--- config.mk ---
export PLATFORM = sky130hd
export DESIGN_NAME = pipeline_hazard_ctrl
export DESIGN_NICKNAME = d
export VERILOG_FILES = /design/src/rtl/pipeline_hazard_ctrl.sv
export SDC_FILE = /design/constraint.sdc
export NUM_CORES = 1
export LEC_CHECK = 0
export ABC_CLOCK_PERIOD_IN_PS = 4200
export BUFFER_PORTS_ARGS = -buffer_cell sky130_fd_sc_hd__buf_2
export CORE_MARGIN = 3
export CORE_UTILIZATION = 49
export CTS_BUF_LIST = sky130_fd_sc_hd__clkbuf_8
export CTS_CLUSTER_DIAMETER = 60
export DETAILED_ROUTE_END_ITERATION = 10
export HOLD_SLACK_MARGIN = 0.06
export PLACE_DENSITY = 0.95
export SYNTH_ARGS = -nofsm -noshare
export SYNTH_HDL_FRONTEND = slang
export SYNTH_SLANG_ARGS = --single-unit
--- constraint.sdc ---
create_clock -name clk -period 4.2 [get_ports clk]
set_input_delay 0.84 -clock clk [delete_from_list [all_inputs] [get_ports clk]]
set_output_delay 0.84 -clock clk [all_outputs]
set_load 0.01 [all_outputs]
--- src/rtl/pipeline_hazard_ctrl.sv ---
// pipeline_hazard_ctrl
// Stall/flush sequencer for the 5-stage pipeline: load-use hazards,
// taken-branch/jump redirects, multi-cycle MUL/DIV occupancy of EX and
// data-memory wait states. Enables and flushes are combinational.
//
// Optional build: define PIPE_HAZARD_PERF_EN to add the perf_stall_cnt and
// perf_flush_cnt ports and their counters.
//
// state | meaning
// ------+-----------------------------------------------------------
// IDLE  | no MUL/DIV in flight; a MUL/DIV in EX with L>1 launches here
// BUSY  | MUL/DIV occupying EX; cnt counts remaining busy cycles
// DONE  | final EX cycle; EX/MEM captures the result, no relaunch

module pipeline_hazard_ctrl #(
    parameter int MUL_CYCLES = 4,
    parameter int DIV_CYCLES = 33,
    parameter int CNT_W      = 6
) (
    input  logic       clk,
    input  logic       sync_rst,
    input  logic [4:0] id_rs1,
    input  logic [4:0] id_rs2,
    input  logic       id_use_rs1,
    input  logic       id_use_rs2,
    input  logic [4:0] ex_rd,
    input  logic       ex_is_load,
    input  logic       ex_is_mul,
    input  logic       ex_is_div,
    input  logic       ex_redirect,
    input  logic       dmem_wait,
    output logic       pc_en,
    output logic       if_id_en,
    output logic       id_ex_en,
    output logic       ex_mem_en,
    output logic       mem_wb_en,
    output logic       if_id_flush,
    output logic       id_ex_flush,
    output logic       ex_mem_flush,
    output logic       md_start,
    output logic       md_busy
`ifdef PIPE_HAZARD_PERF_EN
    ,
    output logic [31:0] perf_stall_cnt,
    output logic [31:0] perf_flush_cnt
`endif
);

    typedef enum logic [1:0] {IDLE, BUSY, DONE} state_t;

    localparam logic [CNT_W-1:0] MUL_L = CNT_W'(MUL_CYCLES);
    localparam logic [CNT_W-1:0] DIV_L = CNT_W'(DIV_CYCLES);

    state_t           state;
    logic [CNT_W-1:0] cnt;
    logic [CNT_W-1:0] lat;
    logic             md_launch;
    logic             load_use;

    // Latency selection, launch condition and load-use detection (x0 never hazards)
    always_comb begin
        lat       = ex_is_mul ? MUL_L : DIV_L;
        md_launch = (state == IDLE) && (ex_is_mul || ex_is_div) && (lat > CNT_W'(1));
        load_use  = ex_is_load && (ex_rd != 5'd0) &&
                    ((id_use_rs1 && (id_rs1 == ex_rd)) ||
                     (id_use_rs2 && (id_rs2 == ex_rd)));
    end

    // Priority-ordered enable/flush generation
    always_comb begin
        pc_en        = 1'b1;
        if_id_en     = 1'b1;
        id_ex_en     = 1'b1;
        ex_mem_en    = 1'b1;
        mem_wb_en    = 1'b1;
        if_id_flush  = 1'b0;
        id_ex_flush  = 1'b0;
        ex_mem_flush = 1'b0;
        md_start     = 1'b0;
        md_busy      = (state == BUSY) && !sync_rst;
        if (sync_rst) begin
            if_id_flush  = 1'b1;
            id_ex_flush  = 1'b1;
            ex_mem_flush = 1'b1;
        end else if (dmem_wait) begin
            pc_en     = 1'b0;
            if_id_en  = 1'b0;
            id_ex_en  = 1'b0;
            ex_mem_en = 1'b0;
            mem_wb_en = 1'b0;
        end else if ((state == BUSY) || md_launch) begin
            // EX is occupied: freeze the front end, push a bubble into MEM
            pc_en        = 1'b0;
            if_id_en     = 1'b0;
            id_ex_en     = 1'b0;
            ex_mem_flush = 1'b1;
            md_start     = md_launch;
        end else if (ex_redirect) begin
            if_id_flush = 1'b1;
            id_ex_flush = 1'b1;
        end else if (load_use) begin
            pc_en       = 1'b0;
            if_id_en    = 1'b0;
            id_ex_flush = 1'b1;
        end
    end

    // MUL/DIV occupancy FSM and down-counter; dmem_wait freezes everything
    always_ff @(posedge clk) begin
        if (sync_rst) begin
            state <= IDLE;
            cnt   <= '0;
        end else if (!dmem_wait) begin
            case (state)
                IDLE: begin
                    if (md_launch) begin
                        cnt   <= lat - CNT_W'(2);
                        state <= (lat == CNT_W'(2)) ? DONE : BUSY;
                    end
                end
                BUSY: begin
                    if (cnt != '0) begin
                        cnt <= cnt - CNT_W'(1);
                    end
                    // cnt==0 cannot occur in BUSY; treat it as the last cycle anyway
                    if (cnt <= CNT_W'(1)) begin
                        state <= DONE;
                    end
                end
                DONE:    state <= IDLE;
                default: state <= IDLE;
            endcase
        end
    end

`ifdef PIPE_HAZARD_PERF_EN
    // Stall cycles and honoured redirects; if_id_flush outside reset only comes from a redirect
    always_ff @(posedge clk) begin
        if (sync_rst) begin
            perf_stall_cnt <= '0;
            perf_flush_cnt <= '0;
        end else begin
            if (!pc_en) begin
                perf_stall_cnt <= perf_stall_cnt + 32'd1;
            end
            if (if_id_flush) begin
                perf_flush_cnt <= perf_flush_cnt + 32'd1;
            end
        end
    end
`endif

endmodule

-- Word-level counts from Yosys, hierarchy flattened
Cells that the tools add are included.
- bits in registers: 8
- input port bits: 24
- add/subtract/negate cells: 2
- magnitude comparators: 2
- eq/ne operators: 7
- multiplexer cells: 33
- bitwise logic cells: 1
- reductions and logical operators: 17
- operators with widths (cell ; count):
    $mux 1 ; 25
    $mux 6 ; 3
    $pmux 6 s2 ; 1
    $eq 5x5->1 ; 2
    $logic_and 1x1->1 ; 7
    $eq 6x2->1 const B ; 1
    $gt 6x1->1 const B ; 1
    $le 6x1->1 const B ; 1
    $mux 2 ; 3
    $reduce_bool 6->1 ; 1
    $sub 6x1->6 const B ; 1
    $sub 6x2->6 const B ; 1
    $reduce_bool 5->1 ; 1
    $ne 2x1->1 const B ; 2
    $pmux 2 s2 ; 1
    $reduce_and 4->1 ; 1
    $logic_or 1x1->1 ; 3
    $reduce_and 3->1 ; 1
    $eq 2x1->1 const B ; 1
    $logic_not 2->1 ; 1
    $ne 2x2->1 const B ; 1
    $reduce_bool 2->1 ; 1
    $logic_not 1->1 ; 1
    $not 1->1 ; 1

-- Longest topological paths before layout
- depth after elaboration: 9
- gate-level depth with buffers: 6
- mapped depth without buffers: 6

-- Least setup slack after synthesis
Ideal clock, no wire load.
- kind: input port to output port
- from: input port ex_rd[1]
- to: output port pc_en
- data arrival time: 1.890 ns
- data required time: 3.360 ns
- slack: 1.470 ns
- stages: 5
- buffers on the path: 1
- cells stage by stage: or4_1 -> o21a_1 -> nand2_1 -> o22a_1 -> buf_4
- longest elaborated chain between the ends: 9
- elaborated cells between the ends (all ways): 13
- those cells by class: 2 x eq/ne; 5 x mux; 6 x reduce/logical
- RTL lines (item ; line ; source):
    start: declaration ; 26 ; input logic [4:0] ex_rd,
    $eq 5x5->1 (on tied branches) ; 65, 66 ;
    $logic_and 1x1->1 (on tied branches) ; 65, 66 ;
    $logic_or 1x1->1 ; 65 ; ((id_use_rs1 && (id_rs1 == ex_rd)) ||
    $logic_and 1x1->1 (*) ; 64 ; load_use = ex_is_load && (ex_rd != 5'd0) &&
    $mux 1 (*) (5 in series) ; n/a ;
    end: declaration ; 32 ; output logic pc_en,
Every way passes the cells marked *; elsewhere a longest branch is shown, timed or not.

-- Worst setup path in the final report
- from: input port ex_rd[1]
- to: output port if_id_en
- longest elaborated chain between the ends: 9
- elaborated cells between the ends (all ways): 13
- those cells by class: 2 x eq/ne; 5 x mux; 6 x reduce/logical
- RTL lines (item ; line ; source):
    $eq 5x5->1 (on tied branches) ; 65, 66 ;
    $logic_and 1x1->1 (on tied branches) ; 65, 66 ;
    $logic_or 1x1->1 ; 65 ;
    $logic_and 1x1->1 (*) ; 64 ;
    $mux 1 (*) ; 101 ; end else if (load_use) begin
    $mux 1 (*) ; 98 ; end else if (ex_redirect) begin
    $mux 1 (*) ; 91 ; end else if ((state == BUSY) || md_launch) begin
    $mux 1 (*) ; 85 ; end else if (dmem_wait) begin
    $mux 1 (*) ; 81 ; if (sync_rst) begin
    end: declaration ; 33 ; output logic if_id_en,
Marks and branches as above.

==> results.md <==
- Status: complete, no violations
- Critical Path RT: roughly 3.4 ns
- Worst-Skew Late Latency: between 0.2 and 0.25 ns
- Layout cells sized above 1: 0.320
- Fill count: 100
- Reg2reg end: cnt[1]$_SDFFE_PP0P_
- Hold endpoint: cnt[1]$_SDFFE_PP0P_
- Largest net degree at the start of global routing: 17
- Nets: around 150
- MaxCap Viol Count: 0
- Layout Area Growth over Synthesis: 28.1%
- Slowest-stage cell, CP: or4_1
- Critical Path Fanout Max: 3
- Placer Congestion: a little under 0.9
- Post-CTS Setup Bufs: 0
- Total track usage: 0.188
- Final Max Slew Viols: 0
- First-pass GRT wire length: around 2800 µm
- Vias: between 800 and 900
- Via/cell ratio: a little under 6
- CTS H-tree lvls: 1
- Io pins: 34
- CTS tree: yes
- DP Area: 860 µm²
- Clock transition at path regs: 0.04 ns
- Register area: between 150 and 200 µm²
- YS warnings: 0
- Initial antenna violation count: 0
- Finished Layout Cells: 140
- Cell mode on critical path: buf_2
- Total gr overflow: 0
- DIE HEIGHT: between 40 and 50 µm
- Number of synthesized register bits: 8
- Hold path cells: 2
- DRC: 0
- Dpl cells: 137
- Max Buffers Root-to-Sink: 2
- Startpoint Class: input pin
- WL/cell: between 10 and 15 µm
- Clock sinks: 8
- Die width: roughly 44 µm
- CP max stage delay: 0.54 ns
- Final instance area: around 900 µm²
- Critical Path AT: between 2 and 2.5 ns
- Detailed Route WL: approximately 1800 µm
- Final setup fails: 0
- FMAX: approximately 0.35 GHz
- Most frequent cells in the layout: 33 x buf_2, 13 x nor2_1, 8 x xor2_1, 8 x dfxtp_1, 7 x o21ai_1
- Core area: between 1000 and 1500 µm²
- Sequential share of the synthesized area: 0.228
- Commonest non-fill, non-tap cell in the layout: buf_2
- Syn Area/Cell: ~7.5 µm²
- Setup_tns: 0 ns
- Worst R2R Path Depth: 5
- Finished Core Util: 0.684
- Worst path cell trace: buf_2, or4_1, o21a_1, nand2_1, o22a_1, buf_2
- Cells after Synth: between 90 and 100
- Final critical-path required period: between 2 and 3 ns
- Launch point of the worst reg-to-reg path: cnt[0]$_SDFFE_PP0P_
- Fin crit share: 0.681
- Unrepaired setup endpoints after global routing: no
- Hold Crit Class: register to register
- First DRT Iteration DRCs: 12
- Slew @ Worst Pin: just over 0.7 ns
- TritonCTS Buffers: 3
- Vias in the first global route: ~720
- Layout Skew: 0.00541 ns
- WS Path Type: input pin to primary output
- Relative slew slack: 0.517
- Critical path startpoint: ex_rd[1]
- Post-CTS Resized: 0
- Die area: around 1900 µm²
- Row cnt: 13
- PD cells: 334 nW/µm²
- Total power: between 0.3 and 0.4 mW
- Post-synth cell types: 34
- Clock Root Buffer: clkbuf_8
- # hold bufs at CTS: 0
- Antenna cell count: 0
- Drt pass-1 iters: 4
- Multi-input logic area: between 500 and 600 µm²
- Leakage: about 0.4 nW
- Initial Util: 0.534
- Maximum vdd drop: approximately 170 µV
- Crit. End Element: primary output
- Synth Net Count: roughly 120
- Hpwl dp: between 1000 and 1500 µm
- Input/output buffers: 33
- Reg-to-reg slack, setup: between 2 and 2.5 ns
- Min-delay src: cnt[1]$_SDFFE_PP0P_
- Post-DRT Antenna Nets: 0
- Area of the mapped netlist: ~700 µm²
- Fin. Hold Viols: 0
-- cell usage after synthesis --
| master | n | area share |
|---|---|---|
| or3_1 | 1 | 0.0089 |
| a21oi_1 | 5 | 0.036 |
| nand3_1 | 1 | 0.0071 |
| o21bai_1 | 2 | 0.021 |
| and2b_1 | 1 | 0.011 |
| or4_1 | 1 | 0.011 |
| dfxtp_1 | 8 | 0.23 |
| o22ai_1 | 1 | 0.0089 |
| nor3b_1 | 1 | 0.011 |
| or2_2 | 1 | 0.0089 |
| nor4_1 | 5 | 0.044 |
| a21boi_0 | 1 | 0.011 |
| a311oi_1 | 2 | 0.025 |
| nand2b_1 | 3 | 0.027 |
| inv_1 | 3 | 0.016 |
| ha_1 | 3 | 0.053 |
| nand2_1 | 4 | 0.021 |
| xor2_1 | 8 | 0.10 |
| clkbuf_1 | 2 | 0.011 |
| o22a_1 | 1 | 0.012 |
| a311o_1 | 1 | 0.014 |
| buf_4 | 2 | 0.021 |
| a32oi_1 | 2 | 0.025 |
| o21a_1 | 2 | 0.021 |
| o21ba_2 | 1 | 0.014 |
| nor2_1 | 13 | 0.069 |
| o21ai_0 | 2 | 0.014 |
| or2_4 | 1 | 0.012 |
| buf_2 | 1 | 0.0071 |
| a211oi_2 | 1 | 0.018 |
| o21ai_1 | 7 | 0.050 |
| and2_0 | 1 | 0.0089 |
| nor3_1 | 4 | 0.028 |
| xnor2_1 | 2 | 0.025 |
-- state kept, by name (all words and copies together), names as in the netlist --
name / count
state: 2
cnt: 6
-- worst max path at each step --
| stage | endpoint | slack, ns | cells after the start |
|---|---|---|---|
| 2_1_floorplan | pc_en | 1.47 | 5 |
| 3_3_place_gp | if_id_en | 1.38 | 6 |
| 3_5_place_dp | if_id_en | 1.34 | 6 |
| 4_1_cts | if_id_en | 1.33 | 6 |
| 5_1_grt | id_ex_flush | 1.28 | 6 |
| 6_report | if_id_en | 1.34 | 6 |
-- metrics by stage --
stage               hold slack [ns]  setup WS [ns]
floorplan                     0.477           1.47
global placement              0.494           1.38
detailed placement            0.514           1.34
CTS                           0.521           1.33
global route                  0.566           1.28
finish                        0.527           1.34
-- final cells by class --
| cell class | instances | share of cell area |
|---|---|---|
| multi-input cells | 78 | 0.560 |
| clock buffers | 3 | 0.0458 |
| flip-flops and latches | 8 | 0.178 |
| repair buffers | 33 | 0.183 |
| well taps | 15 | 0.0208 |
| inverters | 3 | 0.0125 |
-- per-layer routing --
layer  global-route usage  up-vias  share of wire
li1                     -      407              -
met1                0.228      350           0.39
met2                0.317       52           0.49
met3               0.0166        5          0.097
met4                0.108        0          0.023
met5                    0        -              0
-- power by group --
group	total [mW]	switching (mW)	internal [mW]
clock network	0.0955	0.0332	0.0623
logic	0.109	0.0611	0.0482
registers	0.0960	0.0107	0.0853
total	0.301	0.105	0.196
-- logic make-up (layout without fill, tap and decap cells) --
| logic type | after synthesis | in the layout | share of synthesized area |
|---|---|---|---|
| AND/OR/NAND/NOR | 37 | 37 | 0.269 |
| AO/OA/AOI/OAI | 28 | 28 | 0.270 |
| XOR/XNOR | 10 | 10 | 0.125 |
| flip-flops | 8 | 8 | 0.228 |
| buffers and inverters | 8 | 39 | 0.0551 |
| adder cells (fa/ha/maj) | 3 | 3 | 0.0534 |
-- worst max-delay path: cells and delay by family --
family	cells	cell delay, ns
buffers and inverters	2	0.24
AO/OA/AOI/OAI	2	0.32
AND/OR/NAND/NOR	2	0.61
Note: power is estimated with default switching activity, not from simulation.
